## config.mk

```make
export PLATFORM = sky130hd
export DESIGN_NAME = noise_sample_gen
export DESIGN_NICKNAME = d
export VERILOG_FILES = /design/src/rtl/noise_sample_gen.sv
export SDC_FILE = /design/constraint.sdc
export NUM_CORES = 1
export LEC_CHECK = 0
export ABC_AREA = 1
export CAP_MARGIN = 30
export CORE_MARGIN = 10
export CORE_UTILIZATION = 40
export DETAILED_ROUTE_END_ITERATION = 8
export SETUP_SLACK_MARGIN = 0.15
export SYNTH_ARGS = -nofsm -noshare
export SYNTH_HDL_FRONTEND = slang
export SYNTH_SLANG_ARGS = --single-unit
```

## constraint.sdc

```tcl
create_clock -name CLOCK_50 -period 1.66 [get_ports CLOCK_50]
set_input_delay 0.415 -clock CLOCK_50 [delete_from_list [all_inputs] [get_ports CLOCK_50]]
set_output_delay 0.415 -clock CLOCK_50 [all_outputs]
set_load 0.05 [all_outputs]
```

## src/rtl/noise_sample_gen.sv

```systemverilog
// White-noise sample source: von Neumann debiased ring-oscillator bits folded into a
// 32-bit Galois LFSR, sliced, attenuated and handed to the mixer over valid/ready.
module noise_sample_gen #(
    parameter int unsigned SAMPLE_WIDTH = 16,
    parameter logic [31:0] LFSR_SEED    = 32'hACE1_2468,
    parameter int unsigned STUCK_LIMIT  = 64
) (
    input  logic                    CLOCK_50,
    input  logic                    resetn,
    input  logic                    enable,
    input  logic                    rand_bit,
    output logic                    ro_enable,
    input  logic                    sample_tick,
    input  logic [3:0]              atten,
    output logic [SAMPLE_WIDTH-1:0] sample_out,
    output logic                    sample_valid,
    input  logic                    sample_ready,
    output logic                    entropy_ok,
    output logic                    overrun
);

    localparam logic [31:0]         TapMask    = 32'h8020_0003;
    localparam int unsigned         StuckW     = $clog2(STUCK_LIMIT + 1);
    localparam logic [StuckW-1:0]   StuckMax   = StuckW'(STUCK_LIMIT);
    localparam logic [3:0]          HarvestMax = 4'd8;
    localparam logic [4:0]          ShiftMax   = 5'(SAMPLE_WIDTH - 1);

    logic                    ro_en_q;
    logic                    phase_q, phase_d;
    logic                    first_q, first_d;
    logic [31:0]             lfsr_q, lfsr_d, lfsr_step;
    logic [StuckW-1:0]       stuck_q, stuck_d;
    logic [3:0]              harvest_q, harvest_d;
    logic                    eok_q, eok_d;
    logic [SAMPLE_WIDTH-1:0] sample_q, sample_d;
    logic                    valid_q, valid_d;
    logic                    ovr_q, ovr_d;
    logic                    db_valid;
    logic signed [SAMPLE_WIDTH-1:0] raw;
    logic [4:0]              shamt;

    // A debiased bit exists only for an unequal pair; its value is the first bit.
    assign db_valid = enable & phase_q & (rand_bit ^ first_q);

    always_comb begin
        phase_d = 1'b0;
        first_d = first_q;
        if (enable && !phase_q) begin
            phase_d = 1'b1;
            first_d = rand_bit;
        end
    end

    always_comb begin
        lfsr_step     = {1'b0, lfsr_q[31:1]} ^ (lfsr_q[0] ? TapMask : 32'h0);
        lfsr_step[31] = lfsr_step[31] ^ (db_valid & first_q);
        lfsr_d        = lfsr_q;
        if (enable) begin
            lfsr_d = (lfsr_step == 32'h0) ? LFSR_SEED : lfsr_step;
        end
    end

    always_comb begin
        stuck_d   = '0;
        harvest_d = '0;
        eok_d     = 1'b0;
        if (enable) begin
            if (db_valid) begin
                stuck_d = '0;
            end else if (stuck_q != StuckMax) begin
                stuck_d = stuck_q + 1'b1;
            end else begin
                stuck_d = stuck_q;
            end
            harvest_d = harvest_q + ((db_valid && harvest_q != HarvestMax) ? 4'd1 : 4'd0);
            eok_d     = (harvest_q == HarvestMax) && (stuck_q < StuckMax);
        end
    end

    always_comb begin
        raw      = lfsr_q[31 -: SAMPLE_WIDTH];
        shamt    = (32'(atten) > SAMPLE_WIDTH - 1) ? ShiftMax : {1'b0, atten};
        sample_d = sample_q;
        valid_d  = valid_q;
        ovr_d    = ovr_q;
        if (!enable) begin
            valid_d = 1'b0;
            ovr_d   = 1'b0;
        end else begin
            if (valid_q && sample_ready) begin
                valid_d = 1'b0;
            end
            if (sample_tick) begin
                // A stalled slot drops the tick; an accepted slot can reload same cycle.
                if (valid_q && !sample_ready) begin
                    ovr_d = 1'b1;
                end else begin
                    sample_d = raw >>> shamt;
                    valid_d  = 1'b1;
                end
            end
        end
    end

    always_ff @(posedge CLOCK_50 or negedge resetn) begin
        if (!resetn) begin
            ro_en_q   <= 1'b0;
            phase_q   <= 1'b0;
            first_q   <= 1'b0;
            lfsr_q    <= LFSR_SEED;
            stuck_q   <= '0;
            harvest_q <= '0;
            eok_q     <= 1'b0;
            sample_q  <= '0;
            valid_q   <= 1'b0;
            ovr_q     <= 1'b0;
        end else begin
            ro_en_q   <= enable;
            phase_q   <= phase_d;
            first_q   <= first_d;
            lfsr_q    <= lfsr_d;
            stuck_q   <= stuck_d;
            harvest_q <= harvest_d;
            eok_q     <= eok_d;
            sample_q  <= sample_d;
            valid_q   <= valid_d;
            ovr_q     <= ovr_d;
        end
    end

    assign ro_enable    = ro_en_q;
    assign sample_out   = sample_q;
    assign sample_valid = valid_q;
    assign entropy_ok   = eok_q;
    assign overrun      = ovr_q;

endmodule

```

==> impl_metrics.env <==
export IMPL_async_flop_share=1.00
export IMPL_hpwl_um=5790
export IMPL_crit_path_cell_trace="a21oi_2, o21ai_2, a21oi_1, ha_2, nand3_1, o21ai_0, a21oi_1"
export IMPL_vias=3002
export IMPL_max_slew_margin=0.704
export IMPL_crit_family="compound AO/OA/AOI/OAI gates"
export IMPL_synth_common_cells="nand2_1 (132), nor2_1 (82), dfrtp_1 (52), nand3_1 (42), inv_1 (25)"
export IMPL_area_growth_syn_to_layout_pct=28.3
export IMPL_syn_inst=458
export IMPL_fin_tns_setup_ns=0
export IMPL_drc=0
export IMPL_slew_violations=0
export IMPL_ys_flop_type="dfrtp_1"
export IMPL_grt_start_max_net_pins=40
export IMPL_overflow=0
export IMPL_drive_gt1_frac=0.233
export IMPL_crit_path_frequent_cell="a21oi_1"
export IMPL_power_total_mw=5.38
export IMPL_h_tree_depth=3
export IMPL_end_kind="register"
export IMPL_die_w_um=114
export IMPL_hold_class="in -> async"
export IMPL_final_cell_area_sq_um=4500
export IMPL_numCtsBuffers=9
export IMPL_cts_tree="yes"
export IMPL_wire_per_inst_um=12.4
export IMPL_status="finished, violations left"
export IMPL_initial_utilization=0.406
export IMPL_critPathKind="reg -> reg"
export IMPL_firstDrtPassIters=4
export IMPL_startpoint_type="register"
export IMPL_syn_num_nets=472
export IMPL_fp_row_count=34
export IMPL_viasPerCell=4.83
export IMPL_yosysMostFrequentCell="nand2_1"
export IMPL_core_region_area_sq_um=8640
export IMPL_clockBufferDepth=2
export IMPL_finalNetCount=523
export IMPL_clk_pin_slew_ns=0.09
export IMPL_fmax_mhz=691
export IMPL_cts_sinks=65
export IMPL_portBuffers=29
export IMPL_cp_required_ns=1.91
export IMPL_die_area_sq_um=12900
export IMPL_worstMarginPinSlew_ns=0.443
export IMPL_peakVddDrop_v=0.000485
export IMPL_antenna_found_initial=0
export IMPL_critPathBufInv=0
export IMPL_clkLatencyLatePin_ns=0.35
export IMPL_yosysUniqueCellTypes=32
export IMPL_regArea_sq_um=1650
export IMPL_ys_warnings_count=0
export IMPL_rsz0062_at_grt="no"
export IMPL_cp_max_fo=5
export IMPL_root_buffer="clkbuf_8"
export IMPL_hold_violations=10
export IMPL_synth_edf_count=0
export IMPL_failed_checks="negative hold slack"
export IMPL_post_route_min_period_ns=1.45
export IMPL_synth_area_top_cells="dfrtp_1 (37%), nand2_1 (14%), dfstp_2 (9.7%), nor2_1 (8.8%), nand3_1 (6.0%)"
export IMPL_fin_util=0.521
export IMPL_fillers=830
export IMPL_multi_input_area_sq_um=1670
export IMPL_post_dp_cell_area_sq_um=4240
export IMPL_fin_crit_sh=0.871
export IMPL_ys_ff_latch=65
export IMPL_p_per_area_nw_per_um2=1190
export IMPL_ant_nets=0
export IMPL_diodes=0
export IMPL_p_leak_nw=2.15
export IMPL_arrival_ns=1.69
export IMPL_yosysTopAreaCell="dfrtp_1"
export IMPL_io_pins=30
export IMPL_grt_pass1_wl_um=13300
export IMPL_grtUsageTotal=0.122
export IMPL_setup_viol_count_final=0
export IMPL_drt_iter0_markers=148
export IMPL_totalWireLength_um=7740
export IMPL_cp_slowest_cell="dfrtp_2"
export IMPL_seq_area_frac_synth=0.468
export IMPL_maxCapViolCount=0
export IMPL_holdWs_ns=-0.00873
export IMPL_gp_congestion=0.883
export IMPL_syn_area_sq_um=3510
export IMPL_slowest_delay_ns=0.45
export IMPL_first_global_vias=2807
export IMPL_die_h_um=114
export IMPL_finalClockSkew_ns=0.0186
export IMPL_synth_avg_cell_area_sq_um=7.66
export IMPL_synth_top_cell_area_share=0.371
-- through the flow --
step                setup slack [ns]  instances  hold slack, ns
detailed placement            -0.392        601           0.389
floorplan                      0.152        458           0.119
global route                   0.150        622          0.0172
CTS                            0.163        617        0.000297
finish                         0.214        622        -0.00873
global placement              -0.354        601           0.380
-- routing by layer --
| layer | track usage | wire [um] | part of all wire |
|---|---|---|---|
| met1 | 0.168 | 3790 | 0.49 |
| met2 | 0.178 | 3520 | 0.45 |
| met3 | 0.0294 | 337 | 0.044 |
| met4 | 0.0525 | 89 | 0.011 |
| met5 | 0 | 0 | 0 |
-- layout by cell type, fill, tap and decap left out, drive strengths merged, types with 9 or more instances in the layout --
master and instances:
nand2 134, o21ai 18, clkbuf 9, inv 34
dfrtp 52, nand3 43, dfstp 13, nor2 87
a21oi 31, buf 51
-- flip-flops by register name, indices dropped and copies added, names as in the netlist --
name,cells
first_q,1
entropy_ok,1
ro_enable,1
overrun,1
sample_out,16
phase_q,1
stuck_q,7
harvest_q,4
sample_valid,1
lfsr_q,32
-- report_power, final --
| part | switching [mW] | internal [mW] |
|---|---|---|
| Combinational | 0.972 | 0.799 |
| Clock | 0.663 | 0.706 |
| Sequential | 0.331 | 1.90 |
-- cell families (layout without fill, tap and decap cells) --
family | after synthesis | count (layout) | synth area share
adder cells (fa/ha/maj) | 4 | 4 | 0.0143
buffers and inverters | 51 | 107 | 0.0656
AO/OA/AOI/OAI | 58 | 58 | 0.105
XOR/XNOR | 5 | 5 | 0.0146
flip-flops | 65 | 65 | 0.468
AND/OR/NAND/NOR | 275 | 275 | 0.332
-- final timing paths --
path | startpoint | endpoint | slack, ns | cells after the start
min reg2reg | stuck_q[6]$_DFFE_PN0P_ | entropy_ok$_DFF_PN0_ | 0.49 | 1
max reg2reg | first_q$_DFFE_PN0P_ | harvest_q[3]$_DFF_PN0_ | 0.21 | 7
min in group CLOCK_50 | stuck_q[6]$_DFFE_PN0P_ | entropy_ok$_DFF_PN0_ | 0.49 | 1
min | resetn | harvest_q[1]$_DFF_PN0_ | -0.009 | 1
max in group asynchronous | resetn | lfsr_q[27]$_DFFE_PN1P_ | 1.06 | 2
max | first_q$_DFFE_PN0P_ | harvest_q[3]$_DFF_PN0_ | 0.21 | 7
-- timing repair --
| action | 4_1_cts | 5_1_grt |
|---|---|---|
| gates resized for setup | 3 | 8 |
| endpoints found under the setup margin | 49 | 29 |
| buffers inserted | 0 | 5 |
| pin swaps | 0 | 3 |
| hold buffers | 0 | 0 |
| gates cloned | 0 | 0 |
-- final cells by class --
type	count	area share
sequential	65	0.365
multi-input combinational	342	0.371
inverter	32	0.0267
timing repair buffer	59	0.162
clock buffer	9	0.0275
tap	108	0.0300
clock inverter	7	0.0172
Note: power is estimated with default switching activity, not from simulation.
